### src/rtl/cla_sub_nibble_serial_if.sv
// ---------------------------------------------------------------------------
// cla_sub_nibble_serial_if
//
// Purpose: bundles the operand (request) and result (response) valid/ready
// channels of the nibble-serial CLA subtractor.
//
// Signals:
//   in_valid / in_ready      : operand handshake (producer -> subtractor)
//   a, b [WIDTH]             : minuend, subtrahend
//   borrow_in                : borrow into bit 0
//   sub                      : 1 = subtract, 0 = add (only with CLA_SUB_ADD_MODE_EN)
//   out_valid / out_ready    : result handshake (subtractor -> consumer)
//   diff [WIDTH]             : registered result
//   borrow_out, overflow     : unsigned borrow (or carry in add mode), signed overflow
//
// Modports:
//   master : the side that supplies operands and consumes results
//   slave  : the subtractor itself
//
// Optional feature macro: CLA_SUB_ADD_MODE_EN (adds the 'sub' signal).
// ---------------------------------------------------------------------------
interface cla_sub_nibble_serial_if #(
    parameter int WIDTH = 16
);
    logic             in_valid;
    logic             in_ready;
    logic [WIDTH-1:0] a;
    logic [WIDTH-1:0] b;
    logic             borrow_in;
`ifdef CLA_SUB_ADD_MODE_EN
    logic             sub;
`endif
    logic             out_valid;
    logic             out_ready;
    logic [WIDTH-1:0] diff;
    logic             borrow_out;
    logic             overflow;

    modport master (
`ifdef CLA_SUB_ADD_MODE_EN
        output sub,
`endif
        output in_valid, a, b, borrow_in, out_ready,
        input  in_ready, out_valid, diff, borrow_out, overflow
    );

    modport slave (
`ifdef CLA_SUB_ADD_MODE_EN
        input  sub,
`endif
        input  in_valid, a, b, borrow_in, out_ready,
        output in_ready, out_valid, diff, borrow_out, overflow
    );
endinterface

### src/rtl/cla_sub_nibble_serial.sv
// ---------------------------------------------------------------------------
// cla_sub_nibble_serial
//
// Purpose: WIDTH-bit subtractor (diff = a - b - borrow_in) built around a
// single 4-bit carry-lookahead slice. One nibble is processed per clock,
// least significant first; the carry (= NOT borrow) is registered between
// nibbles. Result latency is WIDTH/4 cycles after the accept edge.
//
// Ports:
//   clk    : clock, all state changes on the rising edge
//   rst_n  : asynchronous active-low reset
//   bus    : cla_sub_nibble_serial_if.slave
//            in_valid/in_ready/a/b/borrow_in  -- operand channel
//            out_valid/out_ready/diff/borrow_out/overflow -- result channel
//
// Optional feature macro: CLA_SUB_ADD_MODE_EN
//   When defined, bus.sub is sampled at accept: sub=0 computes
//   a + b + borrow_in and borrow_out then reports the plain carry out.
// ---------------------------------------------------------------------------
module cla_sub_nibble_serial #(
    parameter int WIDTH = 16
) (
    input  logic                     clk,
    input  logic                     rst_n,
    cla_sub_nibble_serial_if.slave   bus
);
    localparam int NIB = WIDTH / 4;
    localparam int CW  = (NIB > 1) ? $clog2(NIB) : 1;
    localparam logic [CW-1:0] LAST_NIB = CW'(NIB - 1);

    localparam logic [1:0] S_IDLE = 2'd0;
    localparam logic [1:0] S_BUSY = 2'd1;
    localparam logic [1:0] S_DONE = 2'd2;

    logic [1:0]       state_q,     state_d;
    logic [WIDTH-1:0] a_q,         a_d;
    logic [WIDTH-1:0] b_q,         b_d;
    logic [CW-1:0]    cnt_q,       cnt_d;
    logic             c_q,         c_d;
    logic [WIDTH-1:0] diff_q,      diff_d;
    logic             borrow_q,    borrow_d;
    logic             ovf_q,       ovf_d;
    logic             out_valid_q, out_valid_d;

    // sub_mode: operation of the transaction in flight; sub_in: operation
    // requested on the accepting edge.
    logic             sub_mode;
    logic             sub_in;

`ifdef CLA_SUB_ADD_MODE_EN
    logic             sub_q, sub_d;
    assign sub_mode = sub_q;
    assign sub_in   = bus.sub;
`else
    assign sub_mode = 1'b1;
    assign sub_in   = 1'b1;
`endif

    // ------------------------------------------------------------------
    // Nibble selection
    // ------------------------------------------------------------------
    logic [3:0] a_nibs [NIB];
    logic [3:0] b_nibs [NIB];

    for (genvar gi = 0; gi < NIB; gi++) begin : g_split
        assign a_nibs[gi] = a_q[4*gi +: 4];
        assign b_nibs[gi] = b_q[4*gi +: 4];
    end

    logic [3:0] a_nib;
    logic [3:0] b_eff;   // ~b for subtract, b for add
    assign a_nib = a_nibs[cnt_q];
    assign b_eff = sub_mode ? ~b_nibs[cnt_q] : b_nibs[cnt_q];

    // ------------------------------------------------------------------
    // 4-bit carry-lookahead slice, flat two-level sum of products
    // ------------------------------------------------------------------
    logic [3:0] p;
    logic [3:0] g;
    logic       c1, c2, c3, c4;
    logic [3:0] sum_nib;

    assign p = a_nib ^ b_eff;
    assign g = a_nib & b_eff;

    assign c1 = g[0]
              | (p[0] & c_q);
    assign c2 = g[1]
              | (p[1] & g[0])
              | (p[1] & p[0] & c_q);
    assign c3 = g[2]
              | (p[2] & g[1])
              | (p[2] & p[1] & g[0])
              | (p[2] & p[1] & p[0] & c_q);
    assign c4 = g[3]
              | (p[3] & g[2])
              | (p[3] & p[2] & g[1])
              | (p[3] & p[2] & p[1] & g[0])
              | (p[3] & p[2] & p[1] & p[0] & c_q);

    assign sum_nib = p ^ {c3, c2, c1, c_q};

    // ------------------------------------------------------------------
    // Result accumulator: only the nibble at the current index updates
    // ------------------------------------------------------------------
    for (genvar gi = 0; gi < NIB; gi++) begin : g_diff
        assign diff_d[4*gi +: 4] = (state_q == S_BUSY && cnt_q == CW'(gi))
                                 ? sum_nib
                                 : diff_q[4*gi +: 4];
    end

    // ------------------------------------------------------------------
    // Control
    // ------------------------------------------------------------------
    always_comb begin
        state_d     = state_q;
        a_d         = a_q;
        b_d         = b_q;
        cnt_d       = cnt_q;
        c_d         = c_q;
        borrow_d    = borrow_q;
        ovf_d       = ovf_q;
        out_valid_d = out_valid_q;
`ifdef CLA_SUB_ADD_MODE_EN
        sub_d       = sub_q;
`endif

        case (state_q)
            S_IDLE: begin
                if (bus.in_valid) begin
                    a_d     = bus.a;
                    b_d     = bus.b;
                    cnt_d   = '0;
                    // subtract runs as a + ~b + carry, carry = NOT borrow
                    c_d     = sub_in ? ~bus.borrow_in : bus.borrow_in;
`ifdef CLA_SUB_ADD_MODE_EN
                    sub_d   = bus.sub;
`endif
                    state_d = S_BUSY;
                end
            end
            S_BUSY: begin
                c_d   = c4;
                cnt_d = cnt_q + 1'b1;
                if (cnt_q == LAST_NIB) begin
                    cnt_d       = '0;
                    borrow_d    = sub_mode ? ~c4 : c4;
                    // c3 is the carry into the MSB of the whole word
                    ovf_d       = c3 ^ c4;
                    out_valid_d = 1'b1;
                    state_d     = S_DONE;
                end
            end
            S_DONE: begin
                if (bus.out_ready) begin
                    out_valid_d = 1'b0;
                    state_d     = S_IDLE;
                end
            end
            default: begin
                state_d     = S_IDLE;
                out_valid_d = 1'b0;
            end
        endcase
    end

    always_ff @(posedge clk or negedge rst_n) begin
        if (!rst_n) begin
            state_q     <= S_IDLE;
            a_q         <= '0;
            b_q         <= '0;
            cnt_q       <= '0;
            c_q         <= 1'b0;
            diff_q      <= '0;
            borrow_q    <= 1'b0;
            ovf_q       <= 1'b0;
            out_valid_q <= 1'b0;
`ifdef CLA_SUB_ADD_MODE_EN
            sub_q       <= 1'b1;
`endif
        end else begin
            state_q     <= state_d;
            a_q         <= a_d;
            b_q         <= b_d;
            cnt_q       <= cnt_d;
            c_q         <= c_d;
            diff_q      <= diff_d;
            borrow_q    <= borrow_d;
            ovf_q       <= ovf_d;
            out_valid_q <= out_valid_d;
`ifdef CLA_SUB_ADD_MODE_EN
            sub_q       <= sub_d;
`endif
        end
    end

    // ------------------------------------------------------------------
    // Outputs
    // ------------------------------------------------------------------
    assign bus.in_ready   = (state_q == S_IDLE);
    assign bus.out_valid  = out_valid_q;
    assign bus.diff       = diff_q;
    assign bus.borrow_out = borrow_q;
    assign bus.overflow   = ovf_q;

endmodule

### src/flat_wrapper.sv
// flat-port wrapper written by rule: the top's interface ports become plain ports
module cla_sub_nibble_serial_flat 
#(
    parameter int WIDTH = 16
)
  (clk, rst_n, bus_in_valid, bus_a, bus_b, bus_borrow_in, bus_out_ready, bus_in_ready, bus_out_valid, bus_diff, bus_borrow_out, bus_overflow);
  cla_sub_nibble_serial_if #(.WIDTH(WIDTH)) bus_i ();
  input  logic clk;
  input  logic rst_n;
  input wire logic [$bits(bus_i.in_valid)-1:0] bus_in_valid;
  input wire logic [$bits(bus_i.a)-1:0] bus_a;
  input wire logic [$bits(bus_i.b)-1:0] bus_b;
  input wire logic [$bits(bus_i.borrow_in)-1:0] bus_borrow_in;
  input wire logic [$bits(bus_i.out_ready)-1:0] bus_out_ready;
  output wire logic [$bits(bus_i.in_ready)-1:0] bus_in_ready;
  output wire logic [$bits(bus_i.out_valid)-1:0] bus_out_valid;
  output wire logic [$bits(bus_i.diff)-1:0] bus_diff;
  output wire logic [$bits(bus_i.borrow_out)-1:0] bus_borrow_out;
  output wire logic [$bits(bus_i.overflow)-1:0] bus_overflow;
  assign bus_i.in_valid = bus_in_valid;
  assign bus_i.a = bus_a;
  assign bus_i.b = bus_b;
  assign bus_i.borrow_in = bus_borrow_in;
  assign bus_i.out_ready = bus_out_ready;
  assign bus_in_ready = bus_i.in_ready;
  assign bus_out_valid = bus_i.out_valid;
  assign bus_diff = bus_i.diff;
  assign bus_borrow_out = bus_i.borrow_out;
  assign bus_overflow = bus_i.overflow;
  cla_sub_nibble_serial #(.WIDTH(WIDTH)) u_core (.clk(clk), .rst_n(rst_n), .bus(bus_i));
endmodule
### config.mk
export PLATFORM = sky130hd
export DESIGN_NAME = cla_sub_nibble_serial_flat
export DESIGN_NICKNAME = d
export VERILOG_FILES = /design/src/rtl/cla_sub_nibble_serial_if.sv /design/src/rtl/cla_sub_nibble_serial.sv /design/src/flat_wrapper.sv
export SDC_FILE = /design/constraint.sdc
export NUM_CORES = 1
export LEC_CHECK = 0
export BUFFER_PORTS_ARGS = -buffer_cell sky130_fd_sc_hd__buf_2
export CORE_UTILIZATION = 40
export CTS_CLUSTER_DIAMETER = 120
export CTS_CLUSTER_SIZE = 16
export DETAILED_ROUTE_END_ITERATION = 16
export GPL_TIMING_DRIVEN = 0
export PLACE_DENSITY = 0.65
export RECOVER_POWER = 25
export SETUP_SLACK_MARGIN = 0.2
export SLEW_MARGIN = 25
export SYNTH_ARGS = -nofsm -noshare
export SYNTH_HDL_FRONTEND = slang
export SYNTH_SLANG_ARGS = --single-unit
export TNS_END_PERCENT = 100
### constraint.sdc
create_clock -name clk -period 7.2 [get_ports clk]
set_input_delay 1.44 -clock clk [delete_from_list [all_inputs] [get_ports clk]]
set_output_delay 1.44 -clock clk [all_outputs]
set_load 0.02 [all_outputs]
# --- After elaboration in Yosys (flattened, before gate mapping) ---
# Index checks and enable logic that the tools add are counted.
op_classes:
  add_sub_neg: 1
  magnitude_cmp: 1
  n_eq_ne: 8
  n_mux: 18
  bitwise: 35
  reduce_logical: 12
op_table:
  columns: ["cell", "count"]
  rows:
  - ["$and 1x1->1", 16]
  - ["$bmux 4 s2", 2]
  - ["$mux 4", 4]
  - ["$mux 2", 5]
  - ["$or 1x1->1", 10]
  - ["$xor 4x4->4", 2]
  - ["$eq 2x2->1 const B", 3]
  - ["$ne 2x2->1 const B", 3]
  - ["$pmux 2 s3", 1]
  - ["$reduce_and 2->1", 3]
  - ["$reduce_and 3->1", 2]
  - ["$and 4x4->4", 1]
  - ["$eq 2x1->1 const B", 2]
  - ["$logic_and 1x1->1", 4]
  - ["$logic_not 2->1", 2]
  - ["$not 4->4", 1]
  - ["$pmux 2 s2", 1]
  - ["$ge 3x3->1 const B", 1]
  - ["$mux 1", 3]
  - ["$not 1->1", 3]
  - ["$not 2->3", 1]
  - ["$pmux 1 s3", 1]
  - ["$add 2x1->2 const B", 1]
  - ["$pmux 1 s2", 1]
  - ["other kinds (2)", 2]
word_totals:
  register_bits: 56
  input_bits: 37
  output_inout_bits: 20
  word_cells: 87

# --- Longest topological paths before layout ---
# Gate-level depths: netlist (run 1).
depth:
  word_depth: 12
  depth_mapped: 8
  ltp_nobuf: 6

# --- Least setup slack after synthesis (run 1) ---
# OpenSTA, ideal clock, no wires.
synth_path:
  path_kind: "register -> register"
  from: "reg u_core.cnt_q[0]"
  to: "reg u_core.c_q"
  setup_time_ps: 122
  t_arrival_ps: 2334
  required_ps: 7078
  path_slack_ps: 4745
  stages_incl_launch_ff: 8
  path_buffers: 2
  period_less_slack_ps: 2455
  path_cell_list: "dfrtp_1 buf_2 mux4_2 ha_1 a211oi_1 buf_2 o21ai_1 a32o_1"
synth_between:
  elab_chain_cells: 12
  elab_cells_between_ends: 22
  cone_classes: "mux (7); bitwise (15)"
synth_lines:
  columns: ["item", "line", "source"]
  rows:
  - ["from (decl)", "cla_sub_nibble_serial.sv:38", "logic [CW-1:0] cnt_q, cnt_d;"]
  - ["from (signal assigned)", "cla_sub_nibble_serial.sv:185", "cnt_q <= cnt_d;"]
  - ["$not 2->3 (implied by the code) (*)", "cla_sub_nibble_serial.sv:72, cla_sub_nibble_serial.sv:73", null]
  - ["$bmux 4 s2", "cla_sub_nibble_serial.sv:73", "assign b_eff = sub_mode ? ~b_nibs[cnt_q] : b_nibs[cnt_q];"]
  - ["$mux 4 (implied by the code) (2 in a row)", "cla_sub_nibble_serial.sv:73", null]
  - ["$not 4->4", "cla_sub_nibble_serial.sv:73", null]
  - ["$xor 4x4->4 or $and 4x4->4 (tied branches)", "cla_sub_nibble_serial.sv:83, cla_sub_nibble_serial.sv:84", null]
  - ["$and 1x1->1 (on tied branches)", null, null]
  - ["$or 1x1->1, or another cell as far along", "cla_sub_nibble_serial.sv:96", "| (p[3] & g[2])"]
  - ["$or 1x1->1, or another cell as far along", "cla_sub_nibble_serial.sv:97", "| (p[3] & p[2] & g[1])"]
  - ["$or 1x1->1 or $and 1x1->1 (tied branches)", "cla_sub_nibble_serial.sv:98, cla_sub_nibble_serial.sv:99", null]
  - ["$or 1x1->1 (*)", "cla_sub_nibble_serial.sv:99", "| (p[3] & p[2] & p[1] & p[0] & c_q);"]
  - ["$pmux 1 s2 (*)", "cla_sub_nibble_serial.sv:128", "case (state_q)"]
  - ["to (signal assigned)", "cla_sub_nibble_serial.sv:173", "c_q <= 1'b0;"]
  - ["to (signal assigned)", "cla_sub_nibble_serial.sv:186", "c_q <= c_d;"]
  - ["to (decl)", "cla_sub_nibble_serial.sv:39", "logic c_q, c_d;"]
# Mark *: on every way between the ends. The rest lies on a longest branch, timed or not. The select of a mux whose other input is x is not followed.
# A chain may end at the register's enable or synchronous reset.

==> metrics.yaml, run 1 <==
slew_violations: 57
n_antenna_cell: 0
grt_pass1_vias: 1856
root_buffer: "clkbuf_8"
design_area_sq_mm: 0.00337
p_switching_w: 0.000784
cts_tree: "yes"
drc: 0
final_util_pct: 49.3
drive_gt1_share_pct: 41.3
htree_levels: 2
mostFrequentLayoutCells: "buf_2 (58), dfrtp_1 (56), mux2_4 (30)"
crit_required_ps: 7000
crit_path_end_kind: "async pin"
grt_use_met3_pct: 3.33
cp_num_buf_inv: 1
grt_antenna_before_repair: 0
cts_hold_buffers: 0
cts_sinks: 56
rsz0062_at_grt: "no"
clk_latency_ps: 310
slowest_stage: "clkbuf_1"
path_delay_family: "buffers and inverters"
hpwl_um: 4040
place_congestion: 0.777
finalHoldViolCount: 0
clockBufferDepth: 2
path_clk_slew_ps: 100
critPathKind: "in2async"
placedCellCount: 359
ys_seq_elements: 56
gr-total-overflow: 0
routed_wl_um: 5490
ant_nets: 0
synth_mux_area_share_pct: 26.5
cts-buffers-inserted: 5
cap_violations: 1
synth_compound_area_share_pct: 6.57
drt-vias-per-instance: 4.94
drtIter0Drc: 58
p_sw_share_pct: 41.6
timing.final.crit_share_pct: 51.3
use_met1_pct: 21.8
setup_tns_ps: 0
area_growth_pct: 18.0
setup_viol: 0
busiest_layer: "met2"
cts.repair.resized: 0
dieWidth_um: 86.5
die_y_um: 86.5
crit_fanout: 56
yosysUniqueCellTypes: 41
synth_top_family_by_area: "multiplexers"
final_common_cell: "buf_2"
dieArea_sq_mm: 0.00749
async_reset_ff_share_pct: 100
ys_seq_area_share_pct: 49.0
fin_cells: 367
p_leak_nw: 1.62
p_int_w: 0.00110
grt_pass1_wl_um: 9010
ir_worst_vdd_mv: 0.242
post_cts.repair.setup_buffers: 0
startpoint_type: "primary input"
synth_area_per_cell_sq_um: 13.8
synth_area_sq_mm: 0.00286
coreArea_sq_mm: 0.00683
pwr-share-comb_pct: 58.4
tightestPinTransition_ps: 2910
syn_nets: 253
p_per_area_mw_per_mm2: 559
hold-worst-slack_ps: 482
violations: "max-capacitance violations, max-slew violations"
rows: 30
synth_xor_area_share_pct: 0.306
relSlewSlack_pct: -93.9
nNetsFinal: 316
p_clk_share_pct: 11.2
worstPathCellList: "clkbuf_1"
io_buffer_count: 56
synth_flop_cell: "dfrtp_1"
synth-adder-area-share_pct: 4.20
grt_max_degree: 57
layout_min_cycle_time_ps: 3690
outcome: "complete, but fails checks"
syn_inst: 207
placed_area_sq_mm: 0.00326
clock_skew_ps: 6.17
dr.pass1.iters: 4
wl_per_cell_um: 15.0
sequentialPowerShare_pct: 30.4
hp-class: "reg2reg"
synthSimpleGateAreaFrac_pct: 9.28
max_freq_mhz: 271
start_util_pct: 41.8
cp.arrival_ps: 3490
via_count: 1813
max_stage_delay_ps: 2030
grt_usage_pct: 16.0
yosys_warnings: 0
fill_cells: 638
use_met2_pct: 26.1
io_pins: 57
synth_edf_count: 0
[metal layers]
metal,routed length (um),up-vias
li1,-,875
met3,233,5
met5,0,-
met4,46,0
met1,2630,887
met2,2580,46
[logic make-up after synthesis]
family | count (synthesis)
flops | 56
compound gates | 27
simple gates | 43
xor+xnor | 1
fa+ha+maj | 9
mux | 50
buf+inv | 21
[sequential cells by signal, indices dropped and copies added (netlist names)]
register / count
u_core.a_q: 16
u_core.b_q: 16
u_core.bus.diff: 16
u_core.cnt_q: 2
u_core.state_q: 2
u_core.bus.borrow_out: 1
u_core.bus.out_valid: 1
u_core.bus.overflow: 1
u_core.c_q: 1
[power groups by stage]
stage	Combinational, W	Sequential, W	Clock [W]
4_1_cts	0.00111	0.000574	0.000216
6_report	0.00110	0.000572	0.000210
2_1_floorplan	0.000799	0.000614	0
3_5_place_dp	0.00111	0.000581	0
3_3_place_gp	0.00109	0.000574	0
5_1_grt	0.00122	0.000593	0.000232
[synthesized netlist by cell type, types with 2 or more instances]
master     instances  area (sq um)
or4_1              4          30.0
o31ai_1            4          30.0
buf_6              4          45.0
nand3b_1           2          15.0
mux4_2             8           180
dfrtp_1           56          1400
a21oi_1            2          10.0
mux2_4            30           450
nand2b_1           3          18.8
nand2_1           12          45.0
o2111ai_1          4          35.0
o21ai_1            8          40.0
nor2_1             6          22.5
buf_2              4          20.0
mux2_1             5          56.3
inv_1              9          33.8
ha_1               8           100
nand3b_4           2          40.0
nand3_1            5          25.0
clkbuf_1           2          7.51
a22o_1             2          17.5
mux2i_1            7          70.1
nor2b_1            2          12.5
[tightest hold or removal path: cells and delay by family, from the launching register on]
kind / cells / cell delay [ps]
flops: 1 / 350
simple gates: 1 / 50
compound gates: 1 / 50
[final cells by class]
class / instances / area, sq um / area share [%]
plain buffers: 12 / 83.8 / 2.49
clock buffers: 5 / 68.8 / 2.04
clock inverters: 3 / 46.3 / 1.37
inverters: 9 / 33.8 / 1.00
multi-input cells: 130 / 1340 / 39.7
flip-flops and latches: 56 / 1400 / 41.6
well taps: 96 / 120 / 3.56
repair buffers: 56 / 278 / 8.24
[per-stage QoR]
| stage | setup slack [ps] | power [W] |
|---|---|---|
| final | 3510 | 0.00188 |
| after global routing | 2860 | 0.00205 |
| after CTS | 4400 | 0.00190 |
| after detailed placement | 4430 | 0.00169 |
| after global placement | 4410 | 0.00167 |
| after floorplan | 4740 | 0.00141 |
[path summary, 6_finish.rpt]
check / to / slack (ps) / from / depth (start not counted)
worst min-delay path: u_core.bus.diff[14]$_DFFE_PN0P_ / 480 / u_core.bus.diff[14]$_DFFE_PN0P_ / 2
min in group asynchronous: u_core.b_q[15]$_DFFE_PN0P_ / 2060 / rst_n / 1
worst max register to register: u_core.c_q$_DFFE_PN0P_ / 4440 / u_core.cnt_q[0]$_DFFE_PN0P_ / 7
worst min register to register: u_core.bus.diff[14]$_DFFE_PN0P_ / 480 / u_core.bus.diff[14]$_DFFE_PN0P_ / 2
worst max-delay path: u_core.bus.diff[11]$_DFFE_PN0P_ / 3510 / rst_n / 1
max in group clk: u_core.c_q$_DFFE_PN0P_ / 4440 / u_core.cnt_q[0]$_DFFE_PN0P_ / 7
Note: power is estimated with default switching activity, not from simulation.
==> inputs of run 2 (changes only) <==
PLACE_DENSITY = 0.67   (was 0.65)
clock period = 3.2 ns   (was 7.2 ns; I/O delays follow)
==> run 2 against run 1 <==
Net effect: the flow now finishes without violations; first-iteration DRC count rose by 17%; clock skew rose by 5.6 ps; routed wire length fell by 2.2%; count of clock-buffer cells in the layout rose by 2; register-to-register slack got worse by 4000 ps; worst setup slack got worse by 3100 ps; non-clock buffer count did not move; total power rose by 120%; via count rose by 0.77%; sequential power rose by 120%; critical path type is now reg2reg; highest routed layer unchanged; combinational power rose by 120%; design area fell by 0.56%.
==> metrics.yaml, run 2 (synthesis gave the netlist of run 1 again) <==
grt_antenna_before_repair: 0  # unchanged
cts_tree: "yes"
whs_path_depth: 2  # unchanged
drc: 0  # unchanged
crit_path_end_kind: "register"
post_cts.repair.setup_buffers: 0  # unchanged
final_util_pct: 49.1  # -0.27 points
layout_min_cycle_time_ps: 2790
ant_nets: 0  # unchanged
htree_levels: 2  # unchanged
grt_pass1_wl_um: 9280  # +3.0%
relSlewSlack_pct: 8.22  # +100 points
cts.repair.resized: 0  # unchanged
start_util_pct: 41.8  # unchanged
clk_latency_ps: 320  # about the same
critPathKind: "reg2reg"
ir_worst_vdd_mv: 0.530  # +120%
fill_cells: 638  # unchanged
p_leak_nw: 1.61  # -0.29%
crit_fanout: 10  # -82%
root_buffer: "clkbuf_8"
cp.arrival_ps: 2990  # -500 ps
grt_usage_pct: 16.2  # +0.20 points
cts_sinks: 56  # unchanged
drtIter0Drc: 68  # +17%
cts-buffers-inserted: 5  # unchanged
nNetsFinal: 316  # unchanged
io_pins: 57  # unchanged
grt_pass1_vias: 1848  # -0.43%
hp-class: "reg2reg"
dieArea_sq_mm: 0.00749  # unchanged
startpoint_type: "register"
mostFrequentLayoutCells: "buf_2 (59), dfrtp_1 (56), mux2_4 (30)"
via_count: 1827  # +0.77%
hpwl_um: 3940  # -2.5%
clock_skew_ps: 11.7  # +5.56 ps
multi_input_area_sq_mm: 0.00134  # unchanged
dieWidth_um: 86.5  # unchanged
max_freq_mhz: 358
p_per_area_mw_per_mm2: 1240  # +120%
area_growth_pct: 17.3
wl_per_cell_um: 14.6  # -2.2%
io_buffer_count: 56  # unchanged
cts_hold_buffers: 0  # unchanged
regArea_sq_mm: 0.00140  # unchanged
final_common_cell: "buf_2"
grt_max_degree: 57  # unchanged
die_y_um: 86.5  # unchanged
dr.pass1.iters: 4  # unchanged
slew_violations: 0  # -100%
path_clk_slew_ps: 110  # about the same
gr-total-overflow: 0  # unchanged
n_antenna_cell: 0  # unchanged
r2r_cells: 7  # unchanged
drt-vias-per-instance: 4.98  # +0.77%
coreArea_sq_mm: 0.00683  # unchanged
routed_wl_um: 5370  # -2.2%
clockBufferDepth: 2  # unchanged
outcome: "completed"
setup_viol: 0  # unchanged
rows: 30  # unchanged
timing.final.crit_share_pct: 87.3
setup_tns_ps: 0  # unchanged
crit_required_ps: 3400  # -3600 ps
cap_violations: 0  # -1
tightestPinTransition_ps: 1380  # -1530 ps
drive_gt1_share_pct: 41.7  # +0.37 points
finalHoldViolCount: 0  # unchanged
rsz0062_at_grt: "no"
place_congestion: 0.722  # -7.1%
## run 2: report_power, final
group | leakage (nW) | internal, W | switching, W | total, W
Sequential | 0.670 | 0.00107 | 0.000209 | 0.00128
Combinational | 0.899 | 0.00116 | 0.00131 | 0.00247
Clock | 0.0445 | 0.000177 | 0.000234 | 0.000411
## run 2: worst max-delay path, cell delays in order (launching register included)
cell and delay (ps):
dfrtp_1 440, buf_2 340, mux4_2 560, ha_1 350
o21ai_1 220, clkbuf_1 340, o21ai_1 160, a32o_1 280
## run 2: routing by layer
layer,up-vias,part of all wire (%),GRT usage (%)
met5,-,0,0
met1,894,50,23.1
met4,0,1.2,4.55
li1,877,-,-
met3,7,4.8,4.19
met2,49,44,24.5
## run 2: cell type report
type / instances / area share (%)
well taps: 96 / 3.58
multi-input cells: 130 / 39.9
clock inverters: 1 / 0.224
repair buffers: 56 / 8.36
plain buffers: 12 / 2.50
clock buffers: 7 / 2.58
flip-flops and latches: 56 / 41.8
inverters: 9 / 1.01
## run 2: per-stage QoR
| step | worst slack (ps) | cells | total power (W) | hold slack, ps | area [sq um] |
|---|---|---|---|---|---|
| after global placement | 381 | 359 | 0.00375 | 459 | 3260 |
| after CTS | 391 | 367 | 0.00421 | 391 | 3350 |
| final | 408 | 367 | 0.00417 | 479 | 3350 |
| after detailed placement | 417 | 359 | 0.00380 | 460 | 3260 |
| after global routing | 218 | 367 | 0.00454 | 518 | 3350 |
| after floorplan | 745 | 207 | 0.00318 | 344 | 2860 |
## run 2: worst paths after layout
| path | startpoint | end | slack [ps] |
|---|---|---|---|
| worst min register to register | u_core.bus.diff[12]$_DFFE_PN0P_ | u_core.bus.diff[12]$_DFFE_PN0P_ | 480 |
| worst max-delay path | u_core.cnt_q[0]$_DFFE_PN0P_ | u_core.c_q$_DFFE_PN0P_ | 410 |
| max in group asynchronous | rst_n | u_core.state_q[0]$_DFFE_PN0P_ | 1730 |
| worst min-delay path | u_core.bus.diff[12]$_DFFE_PN0P_ | u_core.bus.diff[12]$_DFFE_PN0P_ | 480 |
| min in group asynchronous | rst_n | u_core.b_q[15]$_DFFE_PN0P_ | 630 |
| worst max register to register | u_core.cnt_q[0]$_DFFE_PN0P_ | u_core.c_q$_DFFE_PN0P_ | 410 |
